`src/rtl/logic_ops.vh`:
```
// Opcode encodings shared by the logic_arb block and its bench.
// Included from logic_arb_pkg; consumers import the package.
`ifndef LOGIC_OPS_VH
`define LOGIC_OPS_VH
localparam logic [1:0] LOP_AND = 2'b00;
localparam logic [1:0] LOP_OR  = 2'b01;
localparam logic [1:0] LOP_XOR = 2'b10;
localparam logic [1:0] LOP_NOR = 2'b11;
`endif

```
`src/rtl/logic_arb_pkg.sv`:
```
// logic_arb_pkg: opcode encodings and result-slot state type for logic_arb.
package logic_arb_pkg;
`include "logic_ops.vh"

   // Result slot occupancy; FULL is exactly resp_valid=1.
   typedef enum logic {
      ST_EMPTY = 1'b0,
      ST_FULL  = 1'b1
   } arb_state_e;
endpackage

```
`src/rtl/logic_unit.sv`:
```
// logic_unit: combinational bitwise operation on two WIDTH-bit operands.
//   op : 2-bit opcode (AND, OR, XOR, NOR)
//   a,b: operands
//   f  : result
module logic_unit
   import logic_arb_pkg::*;
#(
   parameter int unsigned WIDTH = 32
) (
   input  logic [1:0]       op,
   input  logic [WIDTH-1:0] a,
   input  logic [WIDTH-1:0] b,
   output logic [WIDTH-1:0] f
);

   always_comb begin
      f = '0;
      case (op)
         LOP_AND: f = a & b;
         LOP_OR:  f = a | b;
         LOP_XOR: f = a ^ b;
         LOP_NOR: f = ~(a | b);
         default: f = '0;
      endcase
   end

endmodule

```
`src/rtl/logic_arb.sv`:
```
// logic_arb: two requesters share one logic_unit and one registered result
// slot. Round-robin arbitration via a one-bit priority pointer.
//   clk, reset             : clock, synchronous active-high reset
//   reqN_valid/ready       : requester N handshake (ready is combinational)
//   reqN_op, reqN_a/b      : requester N opcode and operands
//   resp_valid/ready       : result slot handshake
//   resp_id, resp_f        : owner index and registered result
module logic_arb
   import logic_arb_pkg::*;
#(
   parameter int unsigned WIDTH   = 32,
   parameter int unsigned RST_PTR = 0
) (
   input  logic             clk,
   input  logic             reset,
   input  logic             req0_valid,
   output logic             req0_ready,
   input  logic [1:0]       req0_op,
   input  logic [WIDTH-1:0] req0_a,
   input  logic [WIDTH-1:0] req0_b,
   input  logic             req1_valid,
   output logic             req1_ready,
   input  logic [1:0]       req1_op,
   input  logic [WIDTH-1:0] req1_a,
   input  logic [WIDTH-1:0] req1_b,
   output logic             resp_valid,
   input  logic             resp_ready,
   output logic             resp_id,
   output logic [WIDTH-1:0] resp_f
);

   localparam logic RST_PTR_BIT = RST_PTR[0];

   arb_state_e       state_q, state_d;
   logic             ptr_q, ptr_d;
   logic             resp_id_q, resp_id_d;
   logic [WIDTH-1:0] resp_f_q, resp_f_d;

   logic             slot_free;
   logic             gnt_any;
   logic             gnt_idx;
   logic [1:0]       sel_op;
   logic [WIDTH-1:0] sel_a, sel_b;
   logic [WIDTH-1:0] unit_f;

   // Arbitration. Reset masks the grant so no requester sees ready while
   // the slot is being cleared.
   always_comb begin
      slot_free = (state_q == ST_EMPTY) || resp_ready;
      gnt_any   = 1'b0;
      gnt_idx   = ptr_q;
      if (!reset && slot_free) begin
         if (req0_valid && req1_valid) begin
            gnt_any = 1'b1;
            gnt_idx = ptr_q;
         end else if (req0_valid) begin
            gnt_any = 1'b1;
            gnt_idx = 1'b0;
         end else if (req1_valid) begin
            gnt_any = 1'b1;
            gnt_idx = 1'b1;
         end
      end
      req0_ready = gnt_any && !gnt_idx;
      req1_ready = gnt_any &&  gnt_idx;
   end

   always_comb begin
      sel_op = gnt_idx ? req1_op : req0_op;
      sel_a  = gnt_idx ? req1_a  : req0_a;
      sel_b  = gnt_idx ? req1_b  : req0_b;
   end

   logic_unit #(.WIDTH(WIDTH)) u_unit (
      .op (sel_op),
      .a  (sel_a),
      .b  (sel_b),
      .f  (unit_f)
   );

   // Next-state: a grant loads the slot in either state (same-cycle drain
   // and refill when FULL); FULL drains only on resp_ready without a grant.
   always_comb begin
      state_d   = state_q;
      ptr_d     = ptr_q;
      resp_id_d = resp_id_q;
      resp_f_d  = resp_f_q;
      case (state_q)
         ST_EMPTY: begin
            if (gnt_any) state_d = ST_FULL;
         end
         ST_FULL: begin
            if (!gnt_any && resp_ready) state_d = ST_EMPTY;
         end
         default: state_d = ST_EMPTY;
      endcase
      if (gnt_any) begin
         ptr_d     = ~gnt_idx;
         resp_id_d = gnt_idx;
         resp_f_d  = unit_f;
      end
   end

   always_ff @(posedge clk) begin
      if (reset) begin
         state_q   <= ST_EMPTY;
         ptr_q     <= RST_PTR_BIT;
         resp_id_q <= 1'b0;
         resp_f_q  <= '0;
      end else begin
         state_q   <= state_d;
         ptr_q     <= ptr_d;
         resp_id_q <= resp_id_d;
         resp_f_q  <= resp_f_d;
      end
   end

   assign resp_valid = (state_q == ST_FULL);
   assign resp_id    = resp_id_q;
   assign resp_f     = resp_f_q;

endmodule

```
`config.mk`:
```
export PLATFORM = sky130hd
export DESIGN_NAME = logic_arb
export DESIGN_NICKNAME = d
export VERILOG_FILES = /design/src/rtl/logic_arb_pkg.sv /design/src/rtl/logic_unit.sv /design/src/rtl/logic_arb.sv
export VERILOG_INCLUDE_DIRS = /design/src /design/src/rtl
export SDC_FILE = /design/constraint.sdc
export NUM_CORES = 1
export LEC_CHECK = 0
export ABC_AREA = 1
export CORE_ASPECT_RATIO = 0.9
export CORE_UTILIZATION = 40
export CTS_CLUSTER_SIZE = 14
export DETAILED_ROUTE_END_ITERATION = 12
export PLACE_DENSITY = 0.73
export REMOVE_ABC_BUFFERS = 1
export SLEW_MARGIN = 20
export SYNTH_ARGS = -nofsm -noshare
export SYNTH_HDL_FRONTEND = slang
export SYNTH_SLANG_ARGS = --single-unit
```
`constraint.sdc`:
```
create_clock -name clk -period 5 [get_ports clk]
set_input_delay 1.25 -clock clk [delete_from_list [all_inputs] [get_ports clk]]
set_output_delay 1.25 -clock clk [all_outputs]
set_load 0.05 [all_outputs]
```
==> results of run 1 <==
-- cell families after synthesis --
family	Yosys count	synth area share, %
AO/OA/AOI/OAI	131	14.77
adder cells (fa/ha/maj)	64	17.00
buffers and inverters	250	21.70
flip-flops	35	14.87
AND/OR/NAND/NOR	311	31.66
-- worst paths after layout --
| path | from | cells past startpoint | endpoint |
|---|---|---|---|
| worst min-delay path | resp_id | 2 | resp_id |
| worst max register to register | resp_valid | 10 | resp_f[5] |
| worst min register to register | resp_id | 2 | resp_id |
| worst max-delay path | reset | 5 | req0_ready |
-- power by group through the flow --
stage               Combinational (mW)  Clock (mW)  Sequential, mW
floorplan                        0.394           0           0.419
global placement                 0.756           0           0.324
detailed placement               0.765           0           0.325
CTS                              0.768       0.340           0.320
global route                     0.863       0.353           0.322
finish                           0.759       0.334           0.319
-- flip-flops by register name, indices dropped and copies added, names as in the netlist --
signal      count
resp_id         1
resp_f         32
ptr_q           1
resp_valid      1
-- worst reg2reg max path: stages (launching register included) --
cell and delay, ns:
dfxtp_1 0.31, nand2_2 0.12, nand4_4 0.16, nand2_4 0.15, buf_4 0.39, nand2_4 0.08
nand2_4 0.53, nand3_1 0.19, nand2_1 0.10, inv_1 0.05, a21oi_1 0.14
-- routing by layer --
layer	GRT usage, %	share of wire, %	up-vias
met2	35.55	45	144
li1	-	-	2707
met4	2.015	0.42	0
met1	26.75	47	2236
met5	0	0	-
met3	4.176	7.4	4
-- layout by cell type (no fill, tap or decap) --
cell type / synthesis / routed
nor2_1: 1 / 1
ha_1: 64 / 64
or2_2: 2 / 2
inv_2: 1 / 2
clkbuf_16: 0 / 5
or2_1: 26 / 26
clkbuf_8: 0 / 2
a211oi_1: 1 / 1
nand3b_1: 1 / 1
nand3_1: 130 / 130
o21ai_0: 81 / 81
buf_4: 7 / 6
nand2_2: 3 / 3
nand4_4: 1 / 1
clkdlybuf4s50_1: 0 / 171
o21ai_2: 10 / 10
or2_0: 5 / 5
nand3_2: 2 / 2
o21ai_1: 5 / 5
nand2_4: 5 / 5
inv_4: 1 / 1
dfxtp_1: 35 / 35
buf_12: 0 / 2
clkbuf_1: 16 / 1
a21oi_1: 34 / 34
nand2_1: 135 / 135
inv_1: 200 / 199
-- Yosys cell counts, drive strengths merged --
master / instances / area [um2]
inv: 202 / 760.7
nand2: 143 / 581.8
nand3: 132 / 670.6
o21ai: 96 / 518.0
ha: 64 / 800.8
dfxtp: 35 / 700.7
a21oi: 34 / 170.2
or2: 33 / 206.5
buf: 29 / 186.4
clkbuf: 19 / 75.07
a211oi: 1 / 7.510
nand3b: 1 / 7.510
nand4: 1 / 21.27
nor2: 1 / 3.750
-- layout make-up --
class / count / area (um2)
inverters: 202 / 760.7
fillers: 1168 / 4837
multi-input cells: 506 / 2988
clock buffers: 8 / 156.4
flip-flops and latches: 35 / 700.7
well taps: 156 / 195.2
repair buffers: 179 / 1797
==> impl_summary.txt, run 1 <==
----------------------------------------------------
[Timing]
  Max-Slew Margin vs Limit ... 49.84%
  Setup repair after global routing missed its margin ... false
  Tightest Pin Transition ... 0.7498 ns
  Post-route worst hold slack ... 0.4644 ns
  Final worst setup slack ... 0.8237 ns
  Achievable clock frequency ... 0.2394 GHz
  Share of the clock period used by the worst path after layout ... 83.53%
  Final worst path period need ... 4.176 ns
  Final count of negative-setup-slack endpoints ... 0
  Post-route setup TNS ... 0 ns
  Final slew viol count ... 0
  Hold Violations, Final ... 0
  Worst Clk Skew ... 0.003132 ns

[Synth]
  Number of distinct standard cells referenced by the synthesized netlist ... 27
  Mapped Cells ... 791
  Post-synthesis instance area ... 4711 um2
  Number of warnings reported in the yosys synthesis log ... 0
  FF+latch count, synth ... 35
  Average size of a mapped cell ... 5.955 um2
  Fraction of the yosys area taken by sequential cells ... 14.87%

[Finish]
  Growth of design area from synthesis to finish ... 40.05%
  Cell Count, Final, Fillers Out ... 1086
  Proportion of layout cells with a drive suffix above 1 ... 4.409%
  Final standard cell utilization of the core ... 57.70%
  Area of all placed cells without fillers ... 6598 um2
  Nets ... 1130
  Number of antenna repair diodes ... 0

[Clocking]
  CTS root buffer ... clkbuf_16
  Worst-case clock buffer depth ... 2
  Clock latency reported for the late side of the worst-skew pair ... 0.27 ns
  Total clock buffers created by CTS ... 5
  Post-CTS Setup Inserts ... 0
  Number of clock sinks seen by CTS ... 35
  Clock-pin slew of the registers on the worst-case setup and hold paths ... 0.06 ns
  Maximum level of the CTS H-tree ... 2
  Count of hold-fix buffers inserted at cts ... 0
  Gates resized, CTS repair ... 0
  CTS tree ... yes

[Worst setup path]
  Worst setup SP type ... input port
  Number of buffer and inverter instances along the worst setup path ... 4
  Endpoint arrival time on the critical path ... 2.93 ns
  Register-to-register setup slack ... 2.71 ns
  Biggest fanout along the worst timing path ... 8
  Worst path top cell family by delay ... buffers and inverters
  Critical path class ... in -> out
  Dominant cell type by count on the critical path ... clkdlybuf4s50_1
  Longest individual stage delay on the worst path ... 0.79 ns
  Kind of end point of the critical path ... primary output
  CP max-delay cell ... clkdlybuf4s50_1
  Series of cell instances along the critical path ... clkdlybuf4s50_1 > inv_4 > nand4_4 > inv_1 > clkdlybuf4s50_1
  Crit path required time ... 3.75 ns

[Pwr]
  Static Leakage ... 3.531 nW
  Internal portion of total power ... 0.8307 mW
  Power Total ... 1.412 mW
  Clock network fraction of design power ... 23.7%
  Total power divided by cell area ... 214.1 nW/um2
  Proportion of power drawn by combinational gates ... 53.7%
  Switching share of power ... 41.18%
  Peak supply drop ... 0.1304 mV
  Flop pwr share ... 22.6%
  Psw ... 0.5815 mW

[GRT]
  Total routing usage reported by global routing ... 20.54%
  Pin count of the biggest net entering global routing ... 65
  First-pass GRT wire length ... 20640 um
  Initial antenna violation count ... 0
  Number of global-route vias before repair ... 4515
  Leftover overflow at the end of global routing ... 0

[Detailed routing]
  Routed WL per cell ... 11.34 um
  DR iter-0 viols ... 227
  DR DRC count ... 0
  Number of vias per cell after detailed routing ... 4.688
  TritonRoute pass-1 iters ... 4
  Total detailed-routing wirelength ... 12310 um
  Antenna Nets Post-Route ... 0
  Number of vias in the routed layout ... 5091

[Floorplanning]
  Initial Utilization ... 41.20%
  Die Y ... 105.0 um
  Row cnt ... 37
  Die width ... 116.4 um
  Top Ports ... 173
  Core region area ... 11430 um2
  Die footprint ... 12220 um2

[Placement]
  Placed inst area ... 6441 um2
  Port Buffers ... 172
  HPWL after DPL ... 8335 um
  Final Wtd Congestion ... 0.7633
  Placed cell count ... 1078
  Worst setup slack before clock tree synthesis ... 0.8263 ns

[Min path]
  Type of the most critical hold path ... reg -> reg

[Flow run]
  Max-cap violation count ... 0

[Outcome]
  Status ... complete, no violations

----------------------------------------------------
No activity file was read; power rests on OpenSTA's default activity.
==> run 2, diff against run 1 <==
clock period = 4.2 ns   (was 5 ns; I/O delays follow)
==> run 2 against run 1 <==
Effect of this change:
- cell area increased by 0.38%
- first-iteration DRC count down 17%
- critical path type unchanged
- utilization increased by 0.22 points
- total power grew 17%
- final cell count rose by 0.18%
- via count grew 1.1%
- clock power rose by 4%
- clock skew is essentially flat
- worst hold slack better by 0.0038 ns
- routed wire length rose by 2.5%
- worst setup slack worse by 0.31 ns
- clock-buffer cell count shrank 2
==> impl_summary.txt, run 2 (synthesis results as in run 1) <==
----------------------------------------------------
[Floorplanning]
  Die footprint ... 12220 um2 (unchanged)
  Initial Utilization ... 41.20% (unchanged)
  Core region area ... 11430 um2 (unchanged)
  Die width ... 116.4 um (unchanged)
  Row cnt ... 37 (unchanged)
  Die Y ... 105.0 um (unchanged)
  Top Ports ... 173 (unchanged)

[Pwr]
  Total power divided by cell area ... 249.3 nW/um2 (+16%)
  Flop pwr share ... 23.0% (+0.4 points)
  Switching share of power ... 41.72% (+0.54 points)
  Static Leakage ... 3.548 nW (+0.47%)
  Internal portion of total power ... 0.9622 mW (+16%)
  Psw ... 0.6887 mW (+18%)
  Proportion of power drawn by combinational gates ... 55.9% (+2.2 points)
  Peak supply drop ... 0.1491 mV (+14%)
  Clock network fraction of design power ... 21.1% (-2.6 points)

[Clocking]
  CTS root buffer ... clkbuf_16
  Clock-pin slew of the registers on the worst-case setup and hold paths ... 0.05 ns (about the same)
  Count of hold-fix buffers inserted at cts ... 0 (unchanged)
  Worst-case clock buffer depth ... 2 (unchanged)
  Number of clock sinks seen by CTS ... 35 (unchanged)
  CTS tree ... yes
  Post-CTS Setup Inserts ... 0 (unchanged)
  Gates resized, CTS repair ... 0 (unchanged)
  Total clock buffers created by CTS ... 5 (unchanged)
  Clock latency reported for the late side of the worst-skew pair ... 0.28 ns (about the same)
  Maximum level of the CTS H-tree ... 2 (unchanged)

[Finish]
  Nets ... 1134 (+0.35%)
  Most frequent cells in the layout ... inv_1 (199), clkdlybuf4s50_1 (170), nand2_1 (135), nand3_1 (130), o21ai_0 (81)
  Number of antenna repair diodes ... 0 (unchanged)
  Cell Count, Final, Fillers Out ... 1088 (+0.18%)
  Number of flip-flops in the largest register ... 32 (unchanged)
  Proportion of layout cells with a drive suffix above 1 ... 4.721% (+0.31 points)
  Final standard cell utilization of the core ... 57.92% (+0.22 points)
  Area of all placed cells without fillers ... 6623 um2 (+0.38%)
  Growth of design area from synthesis to finish ... 40.58%
  Fillers ... 1141 (-2.3%)
  Most common cell after layout, fill and taps aside ... inv_1

[Timing]
  Post-route setup TNS ... 0 ns (unchanged)
  Hold Violations, Final ... 0 (unchanged)
  Final slew viol count ... 0 (unchanged)
  Tightest Pin Transition ... 0.6331 ns (-0.1166 ns)
  Final count of negative-setup-slack endpoints ... 0 (unchanged)
  Post-route worst hold slack ... 0.4681 ns (+0.003759 ns)
  Worst Clk Skew ... 0.002981 ns (-0.0001501 ns)
  Share of the clock period used by the worst path after layout ... 87.71%
  Final worst path period need ... 3.684 ns
  Setup repair after global routing missed its margin ... false
  Achievable clock frequency ... 0.2715 GHz
  Max-Slew Margin vs Limit ... 57.79% (+8.0 points)

[Detailed routing]
  Antenna Nets Post-Route ... 0 (unchanged)
  DR iter-0 viols ... 188 (-17%)
  Number of vias in the routed layout ... 5149 (+1.1%)
  Number of vias per cell after detailed routing ... 4.733 (+0.95%)
  Total detailed-routing wirelength ... 12620 um (+2.5%)
  DR DRC count ... 0 (unchanged)
  TritonRoute pass-1 iters ... 5 (+1)
  Routed WL per cell ... 11.60 um (+2.3%)

[Placement]
  Final Wtd Congestion ... 0.7578 (-0.72%)
  HPWL after DPL ... 8937 um (+7.2%)
  Placed cell count ... 1082 (+0.37%)
  Placed inst area ... 6494 um2 (+0.82%)
  Port Buffers ... 172 (unchanged)

[Worst setup path]
  Crit path required time ... 3.15 ns (-0.60 ns)
  Kind of end point of the critical path ... primary output
  Critical path class ... in -> out
  Endpoint arrival time on the critical path ... 2.63 ns (-0.30 ns)
  Beginning of the critical path ... reset
  Origin of the critical flop-to-flop path ... resp_valid
  Biggest fanout along the worst timing path ... 35 (+27)
  Worst setup SP type ... input port

[Min path]
  Type of the most critical hold path ... reg -> reg
  Source of the worst hold timing path ... resp_id

[GRT]
  Initial antenna violation count ... 0 (unchanged)
  First-pass GRT wire length ... 21220 um (+2.8%)
  Leftover overflow at the end of global routing ... 0 (unchanged)
  Total routing usage reported by global routing ... 21.32% (+0.78 points)
  Pin count of the biggest net entering global routing ... 65 (unchanged)
  Number of global-route vias before repair ... 4740 (+5.0%)

[Flow run]
  Max-cap violation count ... 0 (unchanged)

[Outcome]
  Status ... complete, no violations

----------------------------------------------------
==> run 2: layout make-up <==
| type | count | area [um2] | share of cell area (%) |
|---|---|---|---|
| multi-input cells | 506 | 2988 | 45.12 |
| repair buffers | 183 | 1849 | 27.92 |
| inverters | 202 | 760.7 | 11.49 |
| flip-flops and latches | 35 | 700.7 | 10.58 |
| well taps | 156 | 195.2 | 2.947 |
| clock buffers | 6 | 128.9 | 1.946 |
==> run 2: path summary, 6_finish.rpt <==
path                 to  slack [ns]  depth (start not counted)
max reg2reg  resp_f[30]        2.03                         13
min             resp_id        0.47                          2
max          req1_ready        0.52                          8
min reg2reg     resp_id        0.47                          2
==> run 2: per-layer routing <==
layer,vias up,global-route usage [%],wire (um)
met4,0,3.388,72
li1,2711,-,-
met2,171,37.74,5761
met1,2258,26.23,5780
met5,-,0,0
met3,9,4.872,1007
==> run 2: per-stage QoR <==
| stage | setup WS [ns] | power [mW] |
|---|---|---|
| detailed placement | 0.4234 | 1.315 |
| global route | 0.3608 | 1.805 |
| finish | 0.5163 | 1.651 |
| global placement | 0.5309 | 1.302 |
| floorplan | 0.3269 | 0.9678 |
| CTS | 0.5151 | 1.673 |
==> run 2: power by group through the flow <==
| stage | logic [mW] | clock network (mW) | registers [mW] |
|---|---|---|---|
| 3_3_place_gp | 0.914 | 0 | 0.387 |
| 5_1_grt | 1.05 | 0.374 | 0.385 |
| 3_5_place_dp | 0.928 | 0 | 0.387 |
| 4_1_cts | 0.931 | 0.361 | 0.381 |
| 6_report | 0.923 | 0.348 | 0.380 |
| 2_1_floorplan | 0.469 | 0 | 0.499 |
==> run 2: worst max-delay path, stage by stage <==
cell	delay (ns)
clkdlybuf4s50_1	0.52
inv_4	0.34
nand2_1	0.08
or2_1	0.24
inv_2	0.06
nand2_1	0.06
inv_1	0.12
buf_12	0.15
